<file path="src/rtl/servo_pkg.sv">
// servo_pkg: shared types, constants and helper functions for the servo PWM
// generator.
//   width_t    - 12-bit microsecond pulse width type
//   clog2()    - ceiling log2 usable in constant expressions
//   slew_step  - clamped step of a width toward a target
//   TPU, SPAN, PW - derived constants for the default configuration
//                   (50 MHz clock, 1000..2000 us, 8-bit position)
package servo_pkg;

  typedef logic [11:0] width_t;

  function automatic int clog2(input int v);
    int r;
    r = 0;
    while ((1 << r) < v) r++;
    return r;
  endfunction

  localparam int DEF_CLK_HZ = 50_000_000;
  localparam int DEF_MIN_US = 1000;
  localparam int DEF_MAX_US = 2000;
  localparam int DEF_POS_W  = 8;

  localparam int TPU  = DEF_CLK_HZ / 1_000_000;
  localparam int SPAN = DEF_MAX_US - DEF_MIN_US;
  localparam int PW   = DEF_POS_W + clog2(SPAN + 1);

  // Move cur toward tgt by at most lim microseconds.
  function automatic width_t slew_step(input width_t cur, input width_t tgt,
                                       input int lim);
    int d;
    d = int'(tgt) - int'(cur);
    if (d > lim)       d = lim;
    else if (d < -lim) d = -lim;
    return width_t'(int'(cur) + d);
  endfunction

endpackage

</file>
<file path="src/rtl/servo_serial_div.sv">
// servo_serial_div: serial restoring divider, one quotient bit per cycle.
//   clk, reset_n  - clock, asynchronous active-low reset
//   start         - begin a divide (ignored while busy)
//   dividend      - DVD_W-bit numerator, captured on start
//   divisor       - DVS_W-bit denominator, captured on start (must be nonzero)
//   busy          - divide in progress
//   done          - one-cycle pulse; quotient valid in that cycle
//   quotient      - DVD_W-bit result
// A divide takes DVD_W+1 cycles from the start edge to the done pulse.
module servo_serial_div
  import servo_pkg::*;
#(
  parameter int DVD_W = 16,
  parameter int DVS_W = 8
) (
  input  logic             clk,
  input  logic             reset_n,
  input  logic             start,
  input  logic [DVD_W-1:0] dividend,
  input  logic [DVS_W-1:0] divisor,
  output logic             busy,
  output logic             done,
  output logic [DVD_W-1:0] quotient
);

  localparam int CW = clog2(DVD_W + 1);

  logic [DVD_W-1:0] quo;   // dividend shifts out the top, quotient bits in the bottom
  logic [DVS_W-1:0] rem;
  logic [DVS_W-1:0] dvs;
  logic [CW-1:0]    cnt;

  logic [DVS_W:0]   shifted, diff;
  logic [DVS_W-1:0] rem_nxt;
  logic             ge;
  logic             unused_diff_msb;

  assign shifted = {rem, quo[DVD_W-1]};
  assign diff    = shifted - {1'b0, dvs};
  assign ge      = (shifted >= {1'b0, dvs});
  // Remainder stays below the divisor, so the dropped top bit is always zero.
  assign rem_nxt = ge ? diff[DVS_W-1:0] : shifted[DVS_W-1:0];
  assign unused_diff_msb = diff[DVS_W];

  always_ff @(posedge clk or negedge reset_n) begin
    if (!reset_n) begin
      quo  <= '0;
      rem  <= '0;
      dvs  <= '0;
      cnt  <= '0;
      busy <= 1'b0;
      done <= 1'b0;
    end else begin
      done <= 1'b0;
      if (start && !busy) begin
        quo  <= dividend;
        rem  <= '0;
        dvs  <= divisor;
        cnt  <= CW'(DVD_W);
        busy <= 1'b1;
      end else if (busy) begin
        if (cnt == '0) begin
          busy <= 1'b0;
          done <= 1'b1;
        end else begin
          rem <= rem_nxt;
          quo <= {quo[DVD_W-2:0], ge};
          cnt <= cnt - 1'b1;
        end
      end
    end
  end

  assign quotient = quo;

endmodule

</file>
<file path="src/rtl/servo_pwm_gen.sv">
// servo_pwm_gen: hobby-servo PWM generator, one instance per servo channel.
//   clk          - system clock
//   reset_n      - asynchronous active-low reset
//   pos_in       - commanded position (POS_W bits) from the PIO export
//   enable       - output enable, latched at frame boundaries only
//   pwm_out      - registered servo pulse
//   frame_strobe - one-cycle pulse at each frame start
//   width_us     - pulse width (us) applied in the current frame
// The position is captured at each frame boundary and converted to a width by
// a serial divider; the result is applied at the following boundary, so a
// write never shortens or stretches a pulse already in flight.
// Optional build macro SERVO_SLEW_EN: limit width change to SLEW_US per frame.
module servo_pwm_gen
  import servo_pkg::*;
#(
  parameter int CLK_HZ    = 50_000_000,
  parameter int PERIOD_US = 20000,
  parameter int MIN_US    = 1000,
  parameter int MAX_US    = 2000,
  parameter int POS_W     = 8,
  parameter int SLEW_US   = 10
) (
  input  logic             clk,
  input  logic             reset_n,
  input  logic [POS_W-1:0] pos_in,
  input  logic             enable,
  output logic             pwm_out,
  output logic             frame_strobe,
  output width_t           width_us
);

  localparam int CYC_US  = CLK_HZ / 1_000_000;
  localparam int SPAN_US = MAX_US - MIN_US;
  localparam int PROD_W  = POS_W + clog2(SPAN_US + 1);
  localparam int PS_W    = (CYC_US > 1) ? clog2(CYC_US) : 1;
  localparam int US_W    = clog2(PERIOD_US);

  // ---------------------------------------------------------------- checks
  generate
    if (CLK_HZ < 1_000_000 || (CLK_HZ % 1_000_000) != 0) begin : g_bad_clk
      $error("servo_pwm_gen: CLK_HZ must be a nonzero multiple of 1 MHz");
    end
    if (!(MIN_US < MAX_US && MAX_US < PERIOD_US)) begin : g_bad_range
      $error("servo_pwm_gen: need MIN_US < MAX_US < PERIOD_US");
    end
    if (MAX_US > 4095) begin : g_bad_width
      $error("servo_pwm_gen: MAX_US does not fit the 12-bit width");
    end
    if (!(PROD_W + 2 < PERIOD_US * CYC_US)) begin : g_bad_div
      $error("servo_pwm_gen: divider cannot finish within one frame");
    end
    if (SLEW_US < 1) begin : g_bad_slew
      $error("servo_pwm_gen: SLEW_US must be positive");
    end
  endgenerate

  // ---------------------------------------------------------------- timebase
  logic [PS_W-1:0] prescaler;
  logic [US_W-1:0] us_cnt;
  logic            tick;
  logic            boundary;

  assign tick     = (prescaler == PS_W'(CYC_US - 1));
  assign boundary = tick && (us_cnt == US_W'(PERIOD_US - 1));

  always_ff @(posedge clk or negedge reset_n) begin
    if (!reset_n) begin
      prescaler <= '0;
      us_cnt    <= '0;
    end else begin
      prescaler <= tick ? '0 : prescaler + 1'b1;
      if (tick) us_cnt <= boundary ? '0 : us_cnt + 1'b1;
    end
  end

  // ---------------------------------------------------------------- width calc
  logic [PROD_W-1:0] dividend;
  logic [PROD_W-1:0] quotient;
  logic              div_busy;
  logic              div_done;
  width_t            div_result;

  // Constant multiply only; the divide by 2^POS_W-1 is done serially.
  assign dividend = PROD_W'(pos_in) * PROD_W'(SPAN_US);

  servo_serial_div #(
    .DVD_W (PROD_W),
    .DVS_W (POS_W)
  ) u_div (
    .clk      (clk),
    .reset_n  (reset_n),
    .start    (boundary && !div_busy),
    .dividend (dividend),
    .divisor  ({POS_W{1'b1}}),
    .busy     (div_busy),
    .done     (div_done),
    .quotient (quotient)
  );

  always_ff @(posedge clk or negedge reset_n) begin
    if (!reset_n)      div_result <= width_t'(MIN_US);
    else if (div_done) div_result <= width_t'(MIN_US) + width_t'(quotient);
  end

  width_t next_width;

  always_comb begin
    next_width = div_result;
`ifdef SERVO_SLEW_EN
    next_width = slew_step(width_us, div_result, SLEW_US);
`endif
  end

  // ---------------------------------------------------------------- frame latch
  logic enable_lat;

  always_ff @(posedge clk or negedge reset_n) begin
    if (!reset_n) begin
      frame_strobe <= 1'b0;
      width_us     <= width_t'(MIN_US);
      enable_lat   <= 1'b0;
    end else begin
      frame_strobe <= boundary;
      if (boundary) begin
        width_us   <= next_width;
        enable_lat <= enable;
      end
    end
  end

  // ---------------------------------------------------------------- output
  // Registered from the frame state, so the pulse starts one clk after the
  // boundary and lasts exactly width_us * CYC_US cycles.
  always_ff @(posedge clk or negedge reset_n) begin
    if (!reset_n) pwm_out <= 1'b0;
    else          pwm_out <= enable_lat && (32'(us_cnt) < 32'(width_us));
  end

endmodule
</file>
<file path="config.mk">
export PLATFORM = sky130hd
export DESIGN_NAME = servo_pwm_gen
export DESIGN_NICKNAME = d
export VERILOG_FILES = /design/src/rtl/servo_pkg.sv /design/src/rtl/servo_serial_div.sv /design/src/rtl/servo_pwm_gen.sv
export SDC_FILE = /design/constraint.sdc
export NUM_CORES = 1
export LEC_CHECK = 0
export CAP_MARGIN = 20
export CORE_ASPECT_RATIO = 2
export CORE_MARGIN = 2
export CORE_UTILIZATION = 56
export CTS_BUF_LIST = sky130_fd_sc_hd__clkbuf_8 sky130_fd_sc_hd__clkbuf_16
export DETAILED_ROUTE_END_ITERATION = 8
export GPL_TIMING_DRIVEN = 0
export MAX_ROUTING_LAYER = met4
export PLACE_DENSITY = 0.77
export SLEW_MARGIN = 20
export SYNTH_ARGS = -nofsm -noshare
export SYNTH_HDL_FRONTEND = slang
export SYNTH_HIERARCHICAL = 1
export SYNTH_SLANG_ARGS = --single-unit
</file>
<file path="constraint.sdc">
create_clock -name clk -period 2.2 [get_ports clk]
set_input_delay 0.55 -clock clk [delete_from_list [all_inputs] [get_ports clk]]
set_output_delay 0.55 -clock clk [all_outputs]
set_load 0.005 [all_outputs]
</file>
==> metrics.md, run 1 <==
| Metric | Value |
|---|---|
| IO Port Bufs | 24 |
| VDD IR max | around 0.84 mV |
| Starting Density | approximately 58% |
| Crit-path max cell delay | around 0.55 ns |
| Startpoint types | input port |
| CTS tree | yes |
| Reg2reg setup slack | -0.03 ns |
| Clk Latency, worst-skew pair | between 0.3 and 0.4 ns |
| Gr ovfl total | 0 |
| Crit Path Category | in -> reg |
| Post-route ant nets | 0 |
| First-pass GRT wire length | about 23,000 um |
| Die width | slightly below 80 um |
| WP data required | roughly 2.4 ns |
| CTS Hold Bufs | 0 |
| Cell family with most CP delay | adder cells |
| Clock root buffer | clkbuf_16 |
| Fraction of registers with async set/reset | between 90% and 100% |
| HPWL after DPL | 10,030 um |
| Actual slew at the worst max-slew pin | 0.5157 ns |
| Final Cycle Share | 179.2% |
| DIE HEIGHT | between 150 and 200 um |
| Initial DRC count | 236 |
| Htree depth | 3 |
| Status | complete, but fails checks |
| Initial antenna violation count | 0 |
| Worst path most repeated cell | fa_1 |
| Fraction of layout cells with a size suffix above 1 | 23.32% |
| Synth-to-Final Area Change | 23.69% |
| Clock slew at the register clock pins of the worst setup and hold paths | approximately 0.070 ns |
| Syn Inst Count | 619 |
| Final min period | approximately 4 ns |
| Setup WS post-layout | -1.743 ns |
| Nets@finish | just under 800 |
| DR DRC count | 0 |
| Data arrival time of the critical path | approximately 4.2 ns |
| Diodes inserted | 0 |
| FF-to-FF Start | us_cnt[5]$_DFFE_PN0N_ |
| Pleak | ~3.5 nW |
| Die ar. | between 10,000 and 15,000 um2 |
| Failing checks | setup timing |
| Unique masters post-synth | 60 |
| Cell Pwr Density | around 730 nW/um2 |
| Seq/Total Area, Yosys | 37.17% |
| R2R cell count | 11 |
| Post-Syn Area per Cell | approximately 9.7 um2 |
| Critical Path, Cell by Cell | buf_12 -> fa_1 -> inv_1 -> fa_1 -> fa_1 -> inv_1 -> fa_1 -> ha_4 -> nand3_2 -> o211ai_1 -> nand2b_4 -> a41oi_2 -> xnor2_1 -> o22ai_1 -> nor2_1 |
| Worst Skew | between 0.008 and 0.009 ns |
| Slowest cell on the critical path | fa_1 |
| WL/cell | about 17 um |
| EDFF count, synth | 0 |
| Drt first pass iters | 8 |
| # IOs | 25 |
| Pins over their slew limit | 0 |
| R2r endpoint | u_div/rem[7]$_DFFE_PN0P_ |
| Largest net degree at the start of global routing | 56 |
| Layout Utilization | a little under three quarters |
| CTS Buffer Depth | 2 |
| Pre-CTS setup slack | -2.798 ns |
| #FFs+latches synth | ~90 |
| Vias in the first global route | 4,903 |
| RSZ-0062 raised after global routing | yes |
| CTS buffer count | 9 |
| RePlAce Congestion | about 0.86 |
| CTS Sinks | 89 |
| Final setup TNS | -14.88 ns |
| CP Max Fanout | 5 |
| Fin. Hold Viols | 0 |
| Final setup fails | 13 |
| Min-delay worst type | in -> async |
| Worst Path Buf+Inv | 3 |
| Avg Vias per Cell | 5.676 |
| Total track usage | between 20% and 30% |
| Synth warn | 6 |
| Number of placement rows | between 50 and 60 |
| Predominant post-synthesis flop cell | dfrtp_1 |
| Headroom to the max-slew limit | ~66% |
| Cell Area, Synth | approximately 6000 um2 |
| Crit. End Element | flop |
| FMAX | about 0.25 GHz |
| Total routed wirelength | 14,070 um |
| Core Box Area | approximately 10,000 um2 |
| MaxCap Viol Count | 0 |
| WHS | ~0.15 ns |
| Vias | approximately 4,700 |
## flip-flops by register name, indices dropped and copies added, names as in the netlist
name and flops:
u_div/quotient 18, us_cnt 15, div_result 12, width_us 12
u_div/dvs 8, u_div/rem 8, prescaler 6, u_div/cnt 5
enable_lat 1, frame_strobe 1, pwm_out 1, u_div/busy 1
u_div/done 1
## per-layer routing
metal	up-vias	global-route usage (%)	wire length, um
met2	113	50.17	8249
li1	2261	-	-
met3	45	3.039	348
met4	0	13.57	587
met5	-	-	0
met1	2326	23.88	4883
## cell usage after synthesis, types with 2 or more instances
library cell	n	area [um2]
buf_6	3	33.78
o31ai_1	2	15.01
mux2i_1	5	50.05
dfstp_2	12	315.3
buf_2	8	40.04
o22ai_1	16	100.1
xor2_1	11	96.34
a21o_1	5	37.54
xnor2_1	29	254.0
nand3_1	18	90.09
a21boi_0	2	15.01
mux2_1	2	22.52
mux2_2	6	67.56
and3_1	2	12.51
clkbuf_1	9	33.78
nor2b_1	11	68.82
conb_1	2	7.510
nor3_1	6	30.03
inv_1	62	232.7
a21oi_1	24	120.1
a211oi_1	5	37.54
a41oi_1	3	26.28
nand2b_1	7	43.79
o21ai_0	35	175.2
and2_1	5	31.28
fa_1	22	440.4
nor4_1	3	18.77
o21a_1	2	15.01
o311ai_2	5	81.33
o211ai_1	3	22.52
nand4_1	12	75.07
nand2_1	53	198.9
a31oi_1	2	12.51
ha_1	64	800.8
a2111oi_0	2	17.52
nor2_1	59	221.5
and4_1	2	17.52
dfrtp_1	77	1927
buf_4	2	15.01
## repair_timing
action | in CTS | in global routing
cloned | 1 | 1
resized for setup | 78 | 37
buffers inserted | 23 | 10
pin swaps | 26 | 21
setup endpoints to repair | 40 | 31
## cell type report
| type | instances | area [um2] |
|---|---|---|
| multi-input cells | 454 | 3780 |
| clock buffers | 10 | 239.0 |
| well taps | 137 | 171.4 |
| clock inverters | 6 | 83.83 |
| flip-flops and latches | 89 | 2248 |
| inverters | 63 | 246.5 |
| repair buffers | 60 | 569.3 |
| fillers | 787 | 3017 |
| plain buffers | 17 | 122.6 |
## how the worst max path moves through the flow
stage / from / to / cells past startpoint
floorplan: pos_in[1] / u_div/quotient[17]$_DFFE_PN0P_ / 15
global placement: pos_in[2] / u_div/quotient[17]$_DFFE_PN0P_ / 17
detailed placement: pos_in[2] / u_div/quotient[17]$_DFFE_PN0P_ / 17
CTS: pos_in[3] / u_div/quotient[17]$_DFFE_PN0P_ / 16
global route: pos_in[1] / u_div/quotient[17]$_DFFE_PN0P_ / 16
finish: pos_in[3] / u_div/quotient[15]$_DFFE_PN0P_ / 15
## cell usage in the layout, fill, tap and decap left out, types with 8 or more instances in the layout
cell,count
ha_1,48
buf_6,11
a21oi_1,21
xor2_1,10
conb_1,11
o22ai_1,16
dfstp_2,12
nor2_1,55
clkbuf_16,9
o21ai_0,34
ha_4,12
nand2_1,48
buf_2,8
inv_1,56
dfrtp_1,72
fa_1,21
nor2b_1,10
nand4_1,12
xnor2_1,29
buf_4,32
nand3_1,14
clkdlybuf4s50_1,15
## through the flow
stage	power [mW]	cells	area (um2)
after CTS	5.370	828	7315
final	5.482	836	7461
after detailed placement	3.419	790	6719
after global routing	5.740	836	7461
after floorplan	3.052	628	6282
after global placement	3.365	789	6694
## cells by family after synthesis
family | count (synthesis) | synth area share (%)
AND/OR/NAND/NOR | 190 | 15.64
multiplexers | 13 | 2.323
buffers and inverters | 85 | 5.994
XOR/XNOR | 40 | 5.808
flip-flops | 89 | 37.17
other | 2 | 0.1245
AO/OA/AOI/OAI | 114 | 12.36
adder cells (fa/ha/maj) | 86 | 20.58
## power by group
part	internal, mW	switching, mW
Combinational	1.09	1.11
Clock	1.02	0.620
Sequential	1.64	0
No activity file was read; power rests on OpenSTA's default activity.
==> run 2: changes to the inputs <==
Settings changed: CORE_MARGIN 2 to not set, CORE_UTILIZATION 56 to 43, PLACE_DENSITY 0.77 to 0.67.
==> metrics.md, run 2 (synthesis results as in run 1) <==
| Metric | Value |
|---|---|
| Status | complete, but fails checks |
| Failing checks | setup timing |
| Synth-to-Final Area Change | 24.97% |
| Startpoint types | input port |
| CTS Hold Bufs | 0 (unchanged) |
| VDD IR max | 0.5792 mV (-31%) |
| Starting Density | 44.39% (-13 points) |
| Initial DRC count | 197 (-17%) |
| CTS tree | yes |
| R2R cell count | 12 (+1) |
| Crit. End Element | flop |
| Final instance area | 7538 um2 (+1.0%) |
| Fin. Hold Viols | 0 (unchanged) |
| # IOs | 25 (unchanged) |
| First-pass GRT wire length | 23,250 um (+1.7%) |
| Final Cycle Share | 176.7% (-2.5 points) |
| Setup WS post-layout | -1.688 ns (+0.05554 ns) |
| Final setup fails | 13 (unchanged) |
| Origin of the worst setup path | pos_in[3] |
| Final min period | 3.888 ns (-0.05554 ns) |
| Vias in the first global route | 4,984 (+1.7%) |
| HPWL after DPL | 10,310 um (+2.8%) |
| Pre-CTS setup slack | -2.766 ns (+0.03163 ns) |
| DIE HEIGHT | 169.5 um (+12%) |
| WP data required | 2.43 ns (about the same) |
| CTS buffer count | 9 (unchanged) |
| Die width | 85.75 um (+11%) |
| Total track usage | 20.99% (-4.7 points) |
| Vias | 4,728 (-0.36%) |
| FMAX | 0.2572 GHz (+1.4%) |
| Diodes inserted | 0 (unchanged) |
| Most frequent cells in the layout | dfrtp_1 (73), nor2_1 (56), inv_1 (54), nand2_1 (49), ha_1 (48) |
| FILL cells | 1,172 (+49%) |
| WL/cell | 15.91 um (-5.4%) |
| Reg2reg setup slack | -0.03 ns (about the same) |
| CP Max Fanout | 4 (-1) |
| Cell Pwr Density | 692.0 nW/um2 (-5.8%) |
| Min-delay worst type | in -> async |
| Nets@finish | 790 (-0.13%) |
| Clk Latency, worst-skew pair | 0.35 ns (about the same) |
| Data arrival time of the critical path | 4.12 ns (-0.05 ns) |
| Htree depth | 3 (unchanged) |
| Worst Skew | 0.01477 ns (+0.005989 ns) |
| Die ar. | 14,530 um2 (+25%) |
| DR DRC count | 0 (unchanged) |
| Pleak | 3.446 nW (-0.63%) |
| RePlAce Congestion | 0.8814 (+2.0%) |
| IO Port Bufs | 24 (unchanged) |
| DP Area | 6780 um2 (+0.91%) |
| Gr ovfl total | 0 (unchanged) |
| CP endpoint | u_div/quotient[17]$_DFFE_PN0P_ |
| Actual slew at the worst max-slew pin | 0.5486 ns (+0.03289 ns) |
| Clock slew at the register clock pins of the worst setup and hold paths | 0.07 ns (about the same) |
| Commonest non-fill, non-tap cell in the layout | dfrtp_1 |
| FF-to-FF Start | us_cnt[5]$_DFFE_PN0N_ |
| Post-route ant nets | 0 (unchanged) |
| Core Box Area | 13,590 um2 (+30%) |
| Fraction of layout cells with a size suffix above 1 | 23.07% (-0.25 points) |
| Clock root buffer | clkbuf_16 |
| Drt first pass iters | 5 (-3) |
| Max reg flops | 18 (unchanged) |
| Pins over their slew limit | 0 (unchanged) |
| CTS Buffer Depth | 2 (unchanged) |
| Number of placement rows | 60 (+13%) |
| RSZ-0062 raised after global routing | yes |
| R2r endpoint | u_div/quotient[7]$_DFFE_PN0P_ |
| MaxCap Viol Count | 0 (unchanged) |
| Total routed wirelength | 14,070 um (about the same) |
| Headroom to the max-slew limit | 63.43% (-2.2 points) |
| CTS Sinks | 89 (unchanged) |
| Initial antenna violation count | 0 (unchanged) |
| Largest net degree at the start of global routing | 50 (-11%) |
| Crit Path Category | in -> reg |
| Avg Vias per Cell | 5.348 (-5.8%) |
## run 2: cell count changes in the layout (fill, tap and decap cells not counted), moves of 2 or more
| cell | previous run | this run |
|---|---|---|
| bufinv_16 | 2 | 0 |
| buf_12 | 2 | 4 |
| inv_6 | 0 | 2 |
| ha_2 | 4 | 2 |
| buf_4 | 32 | 30 |
| clkinv_4 | 0 | 2 |
| ha_4 | 12 | 14 |
| inv_1 | 56 | 54 |
## run 2: worst min-delay path by stage
stage | from | to
finish | reset_n | us_cnt[4]$_DFFE_PN0N_
global route | reset_n | enable_lat$_DFFE_PN0P_
CTS | reset_n | us_cnt[4]$_DFFE_PN0N_
detailed placement | div_result[3]$_DFFE_PN1P_ | div_result[3]$_DFFE_PN1P_
global placement | div_result[3]$_DFFE_PN1P_ | div_result[3]$_DFFE_PN1P_
floorplan | reset_n | div_result[0]$_DFFE_PN0P_
## run 2: final cells by class
cell class	instances	area, um2	share of cell area (%)
Multi-Input combinational cell	454	3810	50.54
Sequential cell	89	2247	29.81
Timing Repair Buffer	59	586.8	7.784
Inverter	63	246.5	3.270
Tap cell	186	232.7	3.087
Clock buffer	9	225.2	2.988
Buffer	17	120.1	1.593
Clock inverter	7	70.07	0.9295
## run 2: through the flow
step / hold slack (ns) / util (%) / TNS (ns) / total power, mW / std cells
floorplan: 0.2544 / - / -14.21 / 3.052 / 628
global placement: 0.4554 / 49.71 / -249.64 / 3.357 / 838
detailed placement: 0.4653 / 49.90 / -32.91 / 3.395 / 839
CTS: 0.2016 / 53.89 / -13.98 / 5.140 / 874
global route: 0.2253 / 55.48 / -16.51 / 5.539 / 884
finish: 0.1781 / 55.48 / -13.89 / 5.217 / 884
## run 2: report_power, final
part / leakage (nW) / internal (mW) / switching, mW / total [mW]
clock network: 0.141 / 0.796 / 0.720 / 1.52
registers: 1.14 / 1.64 / 0 / 1.64
logic: 2.17 / 1.02 / 1.04 / 2.06
## run 2: per-layer routing
layer | part of all wire [%] | routed length (um) | track usage (%) | vias up
met1 | 36 | 4996 | 20.63 | 2311
li1 | - | - | - | 2244
met2 | 57 | 8032 | 38.33 | 120
met5 | 0 | 0 | - | -
met3 | 2.5 | 347 | 2.432 | 53
met4 | 4.9 | 690 | 13.33 | 0
## run 2: repair_timing
item / 4_1_cts / 5_1_grt
pin swaps: 21 / 24
cloned: 1 / 1
hold endpoints to repair: 0 / 0
buffers inserted: 20 / 12
gates resized for setup: 73 / 37
endpoints found under the setup margin: 40 / 37
## run 2: critical path, stage by stage
cell and delay, ns:
buf_12 0.10, fa_1 0.56, inv_2 0.05, fa_1 0.48, fa_1 0.54, inv_1 0.05, fa_1 0.48, ha_4 0.32
nand3_2 0.06, o211ai_1 0.25, nand2b_4 0.20, a41oi_2 0.10, xnor2_1 0.15, o22ai_1 0.20, a21oi_1 0.06
==> run 3: changes to the inputs <==
Settings changed: CAP_MARGIN 20 to 5, PLACE_DENSITY 0.67 to 0.65.
Clock period 2.2 ns to 3.9 ns, I/O delays scaled along.
==> metrics.md, run 3 (synthesis results as in run 1) <==
| Metric | Value |
|---|---|
| VDD IR max | 0.5251 mV (-9.3%) |
| CP Max Fanout | 5 (+1) |
| CTS Buffer Depth | 2 (unchanged) |
| FMAX | around 0.23 GHz |
| HPWL after DPL | 10,270 um (-0.38%) |
| Clk Latency, worst-skew pair | 0.34 ns (about the same) |
| Diodes inserted | 0 (unchanged) |
| Die ar. | 14,530 um2 (unchanged) |
| DR DRC count | 0 (unchanged) |
| Fraction of layout cells with a size suffix above 1 | 17.54% (-5.5 points) |
| Pleak | 3.354 nW (-2.7%) |
| Startpoint types | input port |
| Status | complete, but fails checks |
| Min-delay worst type | reg -> reg |
| Fin. Hold Viols | 0 (unchanged) |
| Switch share | 34.11% (+0.34 points) |
| Power Internal | 2.118 mW (-39%) |
| Crit Path Category | in -> reg |
| Synth-to-Final Area Change | 20.08% |
| RePlAce Congestion | 0.8717 (-1.1%) |
| CTS Hold Bufs | 0 (unchanged) |
| CTS buffer count | 9 (unchanged) |
| Final min period | 4.338 ns |
| Htree depth | 3 (unchanged) |
| CTS tree | yes |
| Clock share of power | 26.5% (-2.6 points) |
| Core Box Area | 13,590 um2 (unchanged) |
| Total track usage | 20.35% (-0.64 points) |
| Commonest non-fill, non-tap cell in the layout | dfrtp_1 |
| Drt first pass iters | 4 (-1) |
| Reg2reg setup slack | 0.62 ns (+0.65 ns) |
| Initial DRC count | 179 (-9.1%) |
| Final Cycle Share | 111.2% |
| Failing checks | setup timing |
| IO Port Bufs | 24 (unchanged) |
| Nets@finish | 776 (-1.8%) |
| Clock slew at the register clock pins of the worst setup and hold paths | 0.07 ns (about the same) |
| DP Area | 6665 um2 (-1.7%) |
| # IOs | 25 (unchanged) |
| Sw Pwr | 1.097 mW (-38%) |
| Vias in the first global route | 4,957 (-0.54%) |
| Die width | 85.75 um (unchanged) |
| Worst Skew | 0.008963 ns (-0.005802 ns) |
| First-pass GRT wire length | 22,650 um (-2.6%) |
| CTS Sinks | 89 (unchanged) |
| Headroom to the max-slew limit | 57.00% (-6.4 points) |
| Crit. End Element | flop |
| Multi-input logic area | 3694 um2 (-3.1%) |
| Data arrival time of the critical path | 4.60 ns (+0.48 ns) |
| Pins over their slew limit | 0 (unchanged) |
| RSZ-0062 raised after global routing | yes |
| Setup WS post-layout | -0.4379 ns (+1.250 ns) |
| Final instance area | 7243 um2 (-3.9%) |
| Clock root buffer | clkbuf_16 |
| DIE HEIGHT | 169.5 um (unchanged) |
| FF+latch area | 2242 um2 (-0.22%) |
| Final setup TNS | -2.511 ns (+11.38 ns) |
| WL/cell | 15.42 um (-3.1%) |
| Max reg flops | 18 (unchanged) |
| Logic gate share of total power | 44.7% (+5.1 points) |
| Final setup fails | 8 (-5) |
| FILL cells | 1,173 (+0.085%) |
| WHS | 0.4714 ns (+0.2933 ns) |
| Avg Vias per Cell | 5.275 (-1.4%) |
| Total routed wirelength | 13,410 um (-4.6%) |
| Sequential share of power | 28.7% (-2.7 points) |
| Cell Pwr Density | 443.8 nW/um2 (-36%) |
| Vias | 4,589 (-2.9%) |
| Most frequent cells in the layout | dfrtp_1 (77), nor2_1 (59), inv_1 (55), ha_1 (54), nand2_1 (52) |
| Initial antenna violation count | 0 (unchanged) |
| WP data required | 4.17 ns (+1.74 ns) |
| Starting Density | 44.39% (unchanged) |
| Actual slew at the worst max-slew pin | 0.6287 ns (+0.08017 ns) |
| Number of placement rows | 60 (unchanged) |
| Largest net degree at the start of global routing | 47 (-6.0%) |
| MaxCap Viol Count | 0 (unchanged) |
| Post-route ant nets | 0 (unchanged) |
| Gr ovfl total | 0 (unchanged) |
-- run 3: metrics by stage --
step	setup slack (ns)	power, mW	instances	util, %
final	-0.4379	3.214	870	53.31
after global placement	-1.360	1.875	838	48.87
after detailed placement	-1.403	1.898	839	49.05
after floorplan	-0.4435	1.701	628	-
after CTS	-0.4480	2.975	864	52.23
after global routing	-0.5854	3.384	870	53.31
-- run 3: worst paths after layout --
kind | depth (start not counted) | to | startpoint
max reg2reg | 11 | u_div/dvs[5]$_DFFE_PN0P_ | prescaler[1]$_DFF_PN0_
min reg2reg | 2 | div_result[3]$_DFFE_PN1P_ | div_result[3]$_DFFE_PN1P_
min | 2 | div_result[3]$_DFFE_PN1P_ | div_result[3]$_DFFE_PN1P_
max | 15 | u_div/quotient[17]$_DFFE_PN0P_ | pos_in[1]
min in group asynchronous | 1 | us_cnt[7]$_DFFE_PN0N_ | reset_n
max in group asynchronous | 2 | width_us[3]$_DFFE_PN1P_ | reset_n
-- run 3: power by group through the flow --
stage	Sequential [mW]	Clock (mW)	Combinational, mW
6_report	0.923	0.853	1.44
5_1_grt	0.923	0.914	1.55
4_1_cts	0.923	0.883	1.17
3_5_place_dp	0.940	0	0.958
3_3_place_gp	0.941	0	0.935
2_1_floorplan	0.941	0	0.760
-- run 3: critical path, stage by stage --
cell	delay (ns)
buf_12	0.10
fa_1	0.53
inv_1	0.05
fa_1	0.45
fa_1	0.53
inv_2	0.04
fa_1	0.51
ha_4	0.33
nand3_2	0.06
o211ai_1	0.29
nand2b_4	0.22
a41oi_2	0.10
xnor2_1	0.17
o22ai_1	0.09
a21oi_1	0.14
-- run 3: timing repair --
action | CTS | global route
endpoints found under the setup margin | 9 | 8
resized for setup | 56 | 26
pin swaps | 23 | 24
buffers inserted | 9 | 9
-- run 3: cell type report --
cell class	count	area share (%)
Tap cell	186	3.213
Timing Repair Buffer	41	5.735
Sequential cell	89	30.96
Clock inverter	7	0.9846
Multi-Input combinational cell	454	50.99
Inverter	63	3.368
Clock buffer	9	3.109
Buffer	21	1.641
-- run 3: routing by layer --
metal  wire (um)  GRT usage, %
met5           0             -
met4         459         11.23
met3         240         1.751
met2        7735         39.23
met1        4977         19.26
